--- config.mk ---
export PLATFORM = sky130hd
export DESIGN_NAME = block_playout_scheduler
export DESIGN_NICKNAME = d
export VERILOG_FILES = /design/src/rtl/block_playout_scheduler.sv
export SDC_FILE = /design/constraint.sdc
export NUM_CORES = 1
export LEC_CHECK = 0
export ABC_AREA = 1
export BUFFER_PORTS_ARGS = -buffer_cell sky130_fd_sc_hd__buf_4
export CORE_MARGIN = 2
export CORE_UTILIZATION = 40
export CTS_CLUSTER_DIAMETER = 50
export DETAILED_ROUTE_END_ITERATION = 7
export GPL_TIMING_DRIVEN = 0
export HOLD_SLACK_MARGIN = 0.02
export SLEW_MARGIN = 20
export SYNTH_ARGS = -nofsm -noshare
export SYNTH_HDL_FRONTEND = slang
export SYNTH_SLANG_ARGS = --single-unit
--- constraint.sdc ---
create_clock -name clk_in -period 29.3 [get_ports clk_in]
set_input_delay 1.465 -clock clk_in [delete_from_list [all_inputs] [get_ports clk_in]]
set_output_delay 1.465 -clock clk_in [all_outputs]
set_load 0.005 [all_outputs]
--- src/rtl/block_playout_scheduler.sv ---
`default_nettype none
// +----------------------------------------------------------------------------+
// | block_playout_scheduler: two-slot ping-pong block buffer, one byte per tick |
// | Optional macro PLAYOUT_STATS_EN adds underrun/drop counters.  Rev 1.0       |
// +----------------------------------------------------------------------------+
module block_playout_scheduler #(
  parameter int NUM_BYTES = 16,
  parameter int BYTE_W    = 8
) (
  input  logic                        clk_in,
  input  logic                        rst_in,
  input  logic                        flush_in,
  input  logic                        block_valid_in,
  input  logic [NUM_BYTES*BYTE_W-1:0] block_in,
  input  logic                        tick_in,
  output logic                        block_ready_out,
  output logic [BYTE_W-1:0]           sample_out,
  output logic                        sample_valid_out,
  output logic                        busy_out,
  output logic [1:0]                  fill_out,
  output logic [7:0]                  underrun_cnt_out,
  output logic [7:0]                  drop_cnt_out
);

  localparam int IDX_W = (NUM_BYTES > 1) ? $clog2(NUM_BYTES) : 1;
  localparam int BLK_W = NUM_BYTES * BYTE_W;
  localparam logic [IDX_W-1:0] LAST_IDX = IDX_W'(NUM_BYTES - 1);

  typedef enum logic [0:0] {
    IDLE = 1'b0,
    PLAY = 1'b1
  } state_t;

  state_t             state_q, state_d;
  logic [1:0]         full_q, full_d;
  logic               wr_ptr_q, wr_ptr_d;
  logic               rd_ptr_q, rd_ptr_d;
  logic [IDX_W-1:0]   idx_q, idx_d;
  logic               primed_q, primed_d;
  logic [BYTE_W-1:0]  sample_q, sample_d;
  logic               sample_valid_q, sample_valid_d;
  logic [BLK_W-1:0]   slot_q [2];
  logic [BLK_W-1:0]   slot_d [2];
  logic               ready;
  logic [BLK_W-1:0]   rd_block;
  logic [BYTE_W-1:0]  cur_byte;

  // Ready depends only on registered full flags, never on inputs.
  assign ready            = ~(full_q[0] & full_q[1]);
  assign block_ready_out  = ready;
  assign fill_out         = {1'b0, full_q[0]} + {1'b0, full_q[1]};
  assign busy_out         = (state_q == PLAY);
  assign sample_out       = sample_q;
  assign sample_valid_out = sample_valid_q;
  assign rd_block         = slot_q[rd_ptr_q];

  always_comb begin
    cur_byte = '0;
    for (int i = 0; i < NUM_BYTES; i++) begin
      if (idx_q == IDX_W'(i)) cur_byte = rd_block[i*BYTE_W +: BYTE_W];
    end
  end

  always_comb begin
    state_d        = state_q;
    full_d         = full_q;
    wr_ptr_d       = wr_ptr_q;
    rd_ptr_d       = rd_ptr_q;
    idx_d          = idx_q;
    primed_d       = primed_q;
    sample_d       = sample_q;
    sample_valid_d = 1'b0;
    slot_d         = slot_q;

    if (flush_in) begin
      state_d  = IDLE;
      full_d   = 2'b00;
      wr_ptr_d = 1'b0;
      rd_ptr_d = 1'b0;
      idx_d    = '0;
      primed_d = 1'b0;
      sample_d = '0;
    end else begin
      case (state_q)
        IDLE: begin
          if (tick_in && primed_q) begin
            sample_d       = '0;
            sample_valid_d = 1'b1;
          end
          if (full_q[rd_ptr_q]) begin
            state_d  = PLAY;
            primed_d = 1'b1;
          end
        end
        PLAY: begin
          if (tick_in) begin
            sample_d       = cur_byte;
            sample_valid_d = 1'b1;
            if (idx_q == LAST_IDX) begin
              full_d[rd_ptr_q] = 1'b0;
              idx_d            = '0;
              rd_ptr_d         = ~rd_ptr_q;
              state_d          = full_q[~rd_ptr_q] ? PLAY : IDLE;
            end else begin
              idx_d = idx_q + IDX_W'(1);
            end
          end
        end
        default: state_d = IDLE;
      endcase

      // Write slot is always the empty one, so it never collides with a freed slot.
      if (block_valid_in && ready) begin
        slot_d[wr_ptr_q] = block_in;
        full_d[wr_ptr_q] = 1'b1;
        wr_ptr_d         = ~wr_ptr_q;
      end
    end
  end

  always_ff @(posedge clk_in or negedge rst_in) begin
    if (!rst_in) begin
      state_q        <= IDLE;
      full_q         <= 2'b00;
      wr_ptr_q       <= 1'b0;
      rd_ptr_q       <= 1'b0;
      idx_q          <= '0;
      primed_q       <= 1'b0;
      sample_q       <= '0;
      sample_valid_q <= 1'b0;
    end else begin
      state_q        <= state_d;
      full_q         <= full_d;
      wr_ptr_q       <= wr_ptr_d;
      rd_ptr_q       <= rd_ptr_d;
      idx_q          <= idx_d;
      primed_q       <= primed_d;
      sample_q       <= sample_d;
      sample_valid_q <= sample_valid_d;
    end
  end

  // Slot payload needs no reset: the full flags qualify it.
  always_ff @(posedge clk_in) begin
    slot_q <= slot_d;
  end

`ifdef PLAYOUT_STATS_EN
  logic [7:0] underrun_cnt_q, underrun_cnt_d;
  logic [7:0] drop_cnt_q, drop_cnt_d;

  always_comb begin
    underrun_cnt_d = underrun_cnt_q;
    drop_cnt_d     = drop_cnt_q;
    if (!flush_in) begin
      if (tick_in && (state_q == IDLE) && primed_q && (underrun_cnt_q != 8'hFF))
        underrun_cnt_d = underrun_cnt_q + 8'd1;
      if (block_valid_in && !ready && (drop_cnt_q != 8'hFF))
        drop_cnt_d = drop_cnt_q + 8'd1;
    end
  end

  always_ff @(posedge clk_in or negedge rst_in) begin
    if (!rst_in) begin
      underrun_cnt_q <= 8'd0;
      drop_cnt_q     <= 8'd0;
    end else begin
      underrun_cnt_q <= underrun_cnt_d;
      drop_cnt_q     <= drop_cnt_d;
    end
  end

  assign underrun_cnt_out = underrun_cnt_q;
  assign drop_cnt_out     = drop_cnt_q;
`else
  assign underrun_cnt_out = 8'd0;
  assign drop_cnt_out     = 8'd0;
`endif

endmodule
`default_nettype wire

==> results of run 1 <==
final cells by class:
class	instances	area, um^2
fill	2543	14100
sequential	275	8160
multi-input combinational	679	2930
timing repair buffer	167	1370
clock buffer	41	833
tap	384	480
buffer	57	395
clock inverter	13	139
inverter	20	77.6
antenna	1	2.50
placed cells by master, fill, tap and decap left out, types with 14 or more instances in the layout:
cell type	instances
sky130_fd_sc_hd__nand2_1	455
sky130_fd_sc_hd__a21oi_1	53
sky130_fd_sc_hd__dfrtp_1	19
sky130_fd_sc_hd__clkbuf_16	31
sky130_fd_sc_hd__buf_2	22
sky130_fd_sc_hd__a31oi_1	48
sky130_fd_sc_hd__nor2_1	49
sky130_fd_sc_hd__conb_1	16
sky130_fd_sc_hd__buf_4	185
sky130_fd_sc_hd__inv_1	14
sky130_fd_sc_hd__edfxtp_1	256
through the flow:
step | cell area, um^2 | hold slack [ps] | cells
floorplan | 11600 | 472 | 1031
global placement | 13100 | 464 | 1560
detailed placement | 13400 | 470 | 1582
CTS | 14400 | 486 | 1636
global route | 14400 | 514 | 1637
finish | 14400 | 484 | 1637
tightest hold or removal path, cell delays in order (launching register included):
cell and delay [ps]:
sky130_fd_sc_hd__dfrtp_1 350, sky130_fd_sc_hd__nand2_1 60, sky130_fd_sc_hd__nand2_1 50
cell families (layout without fill, tap and decap cells):
| group | after synthesis | count (layout) | synth area share |
|---|---|---|---|
| other | 1 | 17 | 0.000326 |
| and+or+nand+nor | 540 | 540 | 0.184 |
| DFF | 275 | 275 | 0.710 |
| buffers and inverters | 77 | 298 | 0.0411 |
| adders and majority gates | 5 | 5 | 0.00544 |
| AOI/OAI and AO/OA | 117 | 117 | 0.0585 |
| xor gates and xnor gates | 1 | 1 | 0.000762 |
state kept, by name, indices dropped and copies added, names as in the netlist:
| register | flops |
|---|---|
| slot_q | 256 |
| sample_out | 8 |
| idx_q | 4 |
| full_q | 2 |
| busy_out | 1 |
| primed_q | 1 |
| rd_ptr_q | 1 |
| sample_valid_out | 1 |
| wr_ptr_q | 1 |
power groups by stage:
stage | Clock (W) | Sequential [W] | Combinational, W
finish | 0.000367 | 0.000451 | 0.0000669
global route | 0.000388 | 0.000452 | 0.0000745
CTS | 0.000374 | 0.000451 | 0.0000672
detailed placement | 0 | 0.000459 | 0.0000669
global placement | 0 | 0.000466 | 0.0000621
floorplan | 0 | 0.000463 | 0.0000287
layer usage:
layer	share of wire	wire, um	vias up	track usage
li1	-	-	3882	-
met5	0	0	-	0
met3	0.059	1570	52	0.0307
met2	0.47	12400	231	0.287
met1	0.44	11800	3678	0.240
met4	0.030	804	0	0.0544
path summary, 6_finish.rpt:
kind / endpoint / start / slack (ps)
min in group asynchronous: sample_out[6] / rst_in / 790
max reg2reg: slot_q[202] / full_q[0] / 26490
max: slot_q[202] / block_valid_in / 26200
min: sample_out[1] / sample_out[1] / 480
min reg2reg: sample_out[1] / sample_out[1] / 480
max in group asynchronous: wr_ptr_q / rst_in / 28300
==> qor.log, run 1 <==
qor: critical_path.worstPathMaxFanout 10
qor: logic_synthesis.netlist_top_cells_count 455 x sky130_fd_sc_hd__nand2_1, 256 x sky130_fd_sc_hd__edfxtp_1, 53 x sky130_fd_sc_hd__a21oi_1
qor: critical_path.critPathArrivalTime 3340 ps
qor: global_route.grt_pass1_wl 41,200 um
qor: critical_path.critical-path-max-stage-delay 520 ps
qor: floorplanning.die_x 174 um
qor: timing.finalHoldViolCount 0
qor: clocking.clk_root_buffer_cell sky130_fd_sc_hd__clkbuf_16
qor: critical_path.cpMaxStageDelayCell sky130_fd_sc_hd__nor3_2
qor: status.result_of_the_run finished clean
qor: pwr.power.leakage 5.94 nW
qor: critical_path.critical_path_cell_count 8
qor: detailed_routing.number_of_routed_nets_with_antenna_violations 0
qor: critical_path.timing.critical_path.max_delay_family buffers and inverters
qor: floorplanning.placeableCoreArea 28,500 um^2
qor: detailed_routing.routed_wire_length_per_instance 16.3 um
qor: logic_synthesis.post_synth_main_area_contributors sky130_fd_sc_hd__edfxtp_1 67%, sky130_fd_sc_hd__nand2_1 15%, sky130_fd_sc_hd__dfrtp_1 4.1%
qor: critical_path.timing.critical_path.cells buf_4, nand2_1, nor3_2, buf_4, buf_4, buf_4, buf_4, buf_4
qor: timing.slew_headroom 0.551
qor: logic_synthesis.yosys.cell_count.top_type sky130_fd_sc_hd__nand2_1
qor: global_route.maximum_number_of_pins_on_one_net_before_global_route_repair 26
qor: timing.achievable-frequency 0.323 GHz
qor: pwr.power.combinational.fraction 0.076
qor: hold_path.min_path_type reg2reg
qor: placed_design.numPortBuffers 145
qor: pwr.switchingPower 0.000193 W
qor: timing.final_max_slew_viol_count 0
qor: global_route.number_of_global_route_vias_before_repair 7,706
qor: detailed_routing.post-route-drc-count 0
qor: timing.setup_viol_count_final 0
qor: placed_design.detailed_place_hpwl 19,000 um
qor: timing.final.setup.worst_slack 26,200 ps
qor: global_route.grt_antenna_before_repair 1
qor: critical_path.critPathRequiredTime 29,540 ps
qor: logic_synthesis.mappedNetlistArea 11,500 um^2
qor: clocking.tritoncts.num_buffers 31
qor: detailed_routing.detail_route.vias_per_cell 4.79
qor: hold_path.whs_path_depth 2
qor: clocking.cts_buffer_depth 3
qor: pwr.ir_worst_vdd 0.0492 mV
qor: critical_path.path_common_cell sky130_fd_sc_hd__buf_4
qor: pwr.sequentialPowerShare 0.509
qor: placed_design.gp_congestion 0.846
qor: logic_synthesis.number_of_distinct_library_cells_after_synthesis 28
qor: clocking.insertion_delay 550 ps
qor: logic_synthesis.ys_dominant_reg_cell sky130_fd_sc_hd__edfxtp_1
qor: critical_path.timing.critical_path.to_type register
qor: detailed_routing.vias 7,843
qor: floorplanning.dieHeight 174 um
qor: detailed_routing.first_iter_violations 504
qor: pwr.switching_fraction_of_total_power 0.218
qor: logic_synthesis.synth_async_sr_flop_share 0.0691
qor: run.drv.max_cap_violation_count 0
qor: critical_path.worst-path-buf-inv 6
qor: global_route.groute.usage.overall 0.175
qor: floorplanning.rows 62
qor: timing.timing.final.crit_share 0.106
qor: timing.setup-tns-final 0 ps
qor: critical_path.depth_of_the_worst_register_to_register_path 9
qor: timing.clock_skew 13.8 ps
qor: detailed_routing.detailedRoute.firstPassIterationCount 5
qor: global_route.grt_overflow_total 0
qor: logic_synthesis.ys_ff_latch 275
qor: pwr.clock_power_share 0.415
qor: logic_synthesis.synth_largest_area_cell sky130_fd_sc_hd__edfxtp_1
qor: finish.layout-area-overhead-vs-synth 25.2%
qor: clocking.cts_sinks 275
qor: clocking.path_clk_slew 60 ps
qor: pwr.power_density 61.5 nW/um^2
qor: detailed_routing.routed_wirelength 26,600 um
qor: floorplanning.start_util 0.404
qor: timing.grt_setup_unrepaired false
qor: timing.finalCriticalPeriod 3100 ps
qor: clocking.tritoncts yes
qor: critical_path.path_class in2reg
qor: critical_path.crit_path_start_kind primary input
qor: finish.fin_nets 1,369
qor: floorplanning.fp.dieArea 30,100 um^2
qor: clocking.ctsHoldBuffers 0
qor: pwr.power.internal 0.000692 W
qor: floorplanning.design.portCount 162
qor: pwr.report.power.total 0.000885 W
qor: logic_synthesis.synthesis.instances 1,016
qor: logic_synthesis.syn_warnings 0
qor: timing.timing_worst_slew_pin_value 673 ps
qor: logic_synthesis.avg_inst_size_synth 11.3 um^2
qor: logic_synthesis.synth_enable_flop_cells 256
qor: finish.final_layout_size_suffix_gt1_frac 0.236
qor: clocking.cts_max_level 1
qor: clocking.post_cts_buffers 0
qor: logic_synthesis.synth_largest_type_area_fraction 0.669
qor: logic_synthesis.synth_sequential_area_ratio 0.710
qor: placed_design.dp_slack 25,610 ps
qor: finish.final_core_utilization 0.505
qor: clocking.cts_repair_resize_count 0
Note: power is estimated with default switching activity, not from simulation.
==> run 2, diff against run 1 <==
Settings changed: ABC_AREA 1 to 0.
Clock period 29.3 ns to 3.2 ns, I/O delays scaled along.
==> run 2 against run 1 <==
Routed wire length is 6.7% higher. Cell count is 11% lower. Clock skew is 5.0 ps lower. Worst hold slack worse by 450 ps. Register-to-register slack worse by 26000 ps. Non-clock buffer count is 121 higher. Synthesized cell count is 29% lower. Combinational power grew to 9.5 times the previous value. Sequential share of layout area is 4.3 points lower.
==> qor.log, run 2 <==
qor: critical_path.timing.critical_path.to sample_out[3] [was slot_q[202]]
qor: global_route.grt_overflow_total 0 [unchanged]
qor: detailed_routing.routed_wire_length_per_instance 19.5 um [was 16.3 um]
qor: global_route.maximum_number_of_pins_on_one_net_before_global_route_repair 51 [was 26]
qor: critical_path.r2r_end sample_out[3] [was slot_q[202]]
qor: clocking.path_clk_slew 60 ps [about the same]
qor: critical_path.worstPathMaxFanout 9 [was 10]
qor: timing.final_max_slew_viol_count 0 [unchanged]
qor: floorplanning.fp.dieArea 29,800 um^2 [was 30,100 um^2]
qor: run.drv.max_cap_violation_count 0 [unchanged]
qor: pwr.sequentialPowerShare 0.501 [was 0.509]
qor: hold_path.min_path_type in2async [was reg2reg]
qor: finish.fin_nets 1,196 [was 1,369]
qor: timing.finalCriticalPeriod 2990 ps
qor: floorplanning.rows 61 [was 62]
qor: clocking.insertion_delay 550 ps [about the same]
qor: global_route.groute.usage.overall 0.189 [was 0.175]
qor: finish.layout_commonest_cell sky130_fd_sc_hd__edfxtp_1 [was sky130_fd_sc_hd__nand2_1]
qor: placed_design.gp_congestion 0.796 [was 0.846]
qor: detailed_routing.number_of_routed_nets_with_antenna_violations 0 [unchanged]
qor: pwr.power.internal 0.00652 W [was 0.000692 W]
qor: placed_design.number_of_cells_in_the_design_after_placement 1,272 [was 1,582]
qor: critical_path.timing.critical_path.max_delay_family simple AND/OR/NAND/NOR gates [was buffers and inverters]
qor: critical_path.critical-path-max-stage-delay 600 ps [was 520 ps]
qor: clocking.tritoncts.num_buffers 31 [unchanged]
qor: floorplanning.design.portCount 162 [unchanged]
qor: floorplanning.die_x 173 um [was 174 um]
qor: clocking.cts_buffer_depth 3 [unchanged]
qor: finish.postLayoutCellArea 15,600 um^2 [was 14,400 um^2]
qor: pwr.switching_fraction_of_total_power 0.213 [was 0.218]
qor: placed_design.detailed_place_hpwl 19,300 um [was 19,000 um]
qor: clocking.cts_sinks 275 [unchanged]
qor: logic_synthesis.netlist_top_cells_count 256 x sky130_fd_sc_hd__edfxtp_1, 97 x sky130_fd_sc_hd__mux2i_1, 31 x sky130_fd_sc_hd__o22ai_1 [was 455 x sky130_fd_sc_hd__nand2_1, 256 x sky130_fd_sc_hd__edfxtp_1, 53 x sky130_fd_sc_hd__a21oi_1]
qor: logic_synthesis.ys_ff_latch 275 [unchanged]
qor: critical_path.regToRegSetupSlack 210 ps [was 26,490 ps]
qor: logic_synthesis.mappedNetlistArea 11,400 um^2 [was 11,500 um^2]
qor: floorplanning.dieHeight 173 um [was 174 um]
qor: finish.final_layout_size_suffix_gt1_frac 0.259 [was 0.236]
qor: timing.slew_headroom 0.587 [was 0.551]
qor: global_route.number_of_global_route_vias_before_repair 7,389 [was 7,706]
qor: logic_synthesis.synthesis.instances 722 [was 1,016]
qor: detailed_routing.post-route-drc-count 0 [unchanged]
qor: logic_synthesis.ys_dominant_reg_cell sky130_fd_sc_hd__edfxtp_1 [unchanged]
qor: critical_path.worst-path-buf-inv 2 [was 6]
qor: critical_path.critical_path_cell_count 9 [was 8]
qor: clocking.post_cts_buffers 0 [unchanged]
qor: timing.timing.final.crit_share 0.933
qor: logic_synthesis.synth_sequential_area_ratio 0.717 [was 0.710]
qor: critical_path.timing.critical_path.cells inv_1, ha_1, buf_2, nand3b_1, a21boi_1, nand2_1, or4_1, nand4_1, a221o_1 [was buf_4, nand2_1, nor3_2, buf_4, buf_4, buf_4, buf_4, buf_4]
qor: finish.mostFrequentLayoutCells 256 x sky130_fd_sc_hd__edfxtp_1, 169 x sky130_fd_sc_hd__buf_4, 131 x sky130_fd_sc_hd__dlygate4sd3_1 [was 455 x sky130_fd_sc_hd__nand2_1, 256 x sky130_fd_sc_hd__edfxtp_1, 185 x sky130_fd_sc_hd__buf_4]
qor: pwr.power_density 532 nW/um^2 [was 61.5 nW/um^2]
qor: pwr.clock_power_share 0.422 [was 0.415]
qor: finish.layout-area-overhead-vs-synth 36.6% [was 25.2%]
qor: timing.clock_skew 8.75 ps [was 13.8 ps]
qor: pwr.ir_worst_vdd 0.413 mV [was 0.0492 mV]
qor: finish.final_cell_count_no_fill 1,459 [was 1,637]
qor: logic_synthesis.synth_enable_flop_cells 256 [unchanged]
qor: timing.achievable-frequency 0.335 GHz
qor: timing.timing_worst_slew_pin_value 619 ps [was 673 ps]
qor: floorplanning.placeableCoreArea 27,900 um^2 [was 28,500 um^2]
qor: placed_design.numPortBuffers 145 [unchanged]
qor: critical_path.critPathArrivalTime 3480 ps [was 3340 ps]
qor: finish.largest_register_ffs 256 [unchanged]
qor: detailed_routing.vias 7,389 [was 7,843]
qor: pwr.power.combinational.fraction 0.077 [was 0.076]
qor: global_route.grt_antenna_before_repair 0 [was 1]
qor: critical_path.worst_r2r_startpoint idx_q[1] [was full_q[0]]
qor: critical_path.crit_path_start_kind register [was primary input]
qor: global_route.grt_pass1_wl 43,300 um [was 41,200 um]
qor: clocking.tritoncts yes [unchanged]
qor: finish.largest_reg_by_ff_count slot_q [unchanged]
qor: status.result_of_the_run finished clean [unchanged]
qor: critical_path.path_class reg2reg [was in2reg]
qor: detailed_routing.routed_wirelength 28,400 um [was 26,600 um]
qor: logic_synthesis.yosys.cell_count.top_type sky130_fd_sc_hd__edfxtp_1 [was sky130_fd_sc_hd__nand2_1]
qor: finish.final_core_utilization 0.557 [was 0.505]
qor: clocking.clk_root_buffer_cell sky130_fd_sc_hd__clkbuf_16 [unchanged]
qor: detailed_routing.detail_route.vias_per_cell 5.06 [was 4.79]
qor: pwr.power.leakage 5.51 nW [was 5.94 nW]
qor: logic_synthesis.syn_warnings 0 [unchanged]
qor: detailed_routing.detailedRoute.firstPassIterationCount 5 [unchanged]
qor: logic_synthesis.synth_largest_type_area_fraction 0.675 [was 0.669]
qor: timing.setup_viol_count_final 0 [unchanged]
qor: critical_path.depth_of_the_worst_register_to_register_path 9 [unchanged]
qor: detailed_routing.first_iter_violations 560 [was 504]
qor: placed_design.placed_area 13,200 um^2 [was 13,400 um^2]
qor: timing.grt_setup_unrepaired false [unchanged]
qor: finish.antenna_cells_inserted 0 [was 1]
qor: pwr.switchingPower 0.00176 W [was 0.000193 W]
qor: critical_path.critPathLaunch idx_q[1] [was block_valid_in]
qor: critical_path.cpMaxStageDelayCell sky130_fd_sc_hd__or4_1 [was sky130_fd_sc_hd__nor3_2]
qor: floorplanning.start_util 0.408 [was 0.404]
qor: logic_synthesis.synth_largest_area_cell sky130_fd_sc_hd__edfxtp_1 [unchanged]
qor: clocking.cts_max_level 1 [unchanged]
qor: logic_synthesis.number_of_distinct_library_cells_after_synthesis 49 [was 28]
qor: critical_path.critPathRequiredTime 3690 ps [was 29,540 ps]
qor: critical_path.timing.critical_path.to_type register [unchanged]
qor: logic_synthesis.synth_async_sr_flop_share 0.0691 [unchanged]
qor: logic_synthesis.avg_inst_size_synth 15.8 um^2 [was 11.3 um^2]
qor: logic_synthesis.post_synth_main_area_contributors sky130_fd_sc_hd__edfxtp_1 68%, sky130_fd_sc_hd__mux2i_1 8.5%, sky130_fd_sc_hd__dfrtp_1 4.2% [was sky130_fd_sc_hd__edfxtp_1 67%, sky130_fd_sc_hd__nand2_1 15%, sky130_fd_sc_hd__dfrtp_1 4.1%]
qor: timing.finalHoldViolCount 0 [unchanged]
==> run 2: how the worst min path moves through the flow <==
stage,to
global placement,sample_valid_out
floorplan,busy_out
global route,sample_out[4]
detailed placement,sample_valid_out
finish,busy_out
CTS,sample_valid_out
==> run 2: through the flow <==
step | power [W] | worst slack (ps) | hold WS, ps | setup TNS [ps]
5_1_grt | 0.00854 | 67.8 | 61.6 | 0
4_1_cts | 0.00832 | 242 | 39.8 | 0
2_1_floorplan | 0.00442 | -1260 | -136 | -162180
3_3_place_gp | 0.00471 | -3290 | 52.7 | -503950
6_report | 0.00828 | 213 | 34.2 | 0
3_5_place_dp | 0.00473 | 251 | 58.8 | 0
==> run 2: per-layer routing <==
metal,global-route usage,routed length [um],vias up
li1,-,-,3499
met1,0.263,12800,3620
met2,0.306,13500,226
met3,0.0325,1490,44
met4,0.0561,698,0
met5,0,0,-
==> run 2: layout make-up <==
type	instances	area, um^2
fill	2302	12400
buffer	57	339
sequential	275	8160
clock buffer	36	815
timing repair buffer	288	2590
clock inverter	20	213
tap	378	473
multi-input combinational	400	2950
inverter	5	18.8
==> run 2: repair_timing <==
item                                   CTS  global route
hold buffers                           131             0
endpoints found under the hold margin  282             0
gates resized for setup                  0             0
==> run 2: logic make-up (layout without fill, tap and decap cells) <==
kind of cell | count (synthesis) | count (layout) | share of synthesized area
other | 1 | 16 | 0.000329
multiplexers | 115 | 115 | 0.103
XOR/XNOR | 3 | 3 | 0.00231
AO/OA/AOI/OAI | 119 | 119 | 0.0723
adder cells (fa/ha/maj) | 5 | 5 | 0.00549
AND/OR/NAND/NOR | 142 | 142 | 0.0683
buffers and inverters | 62 | 406 | 0.0314
flip-flops | 275 | 275 | 0.717
==> run 2: power by group through the flow <==
stage	Combinational (W)	Clock (W)	Sequential (W)
2_1_floorplan	0.000198	0	0.00422
3_3_place_gp	0.000467	0	0.00424
3_5_place_dp	0.000506	0	0.00422
4_1_cts	0.000637	0.00354	0.00415
5_1_grt	0.000690	0.00369	0.00416
6_report	0.000638	0.00349	0.00415
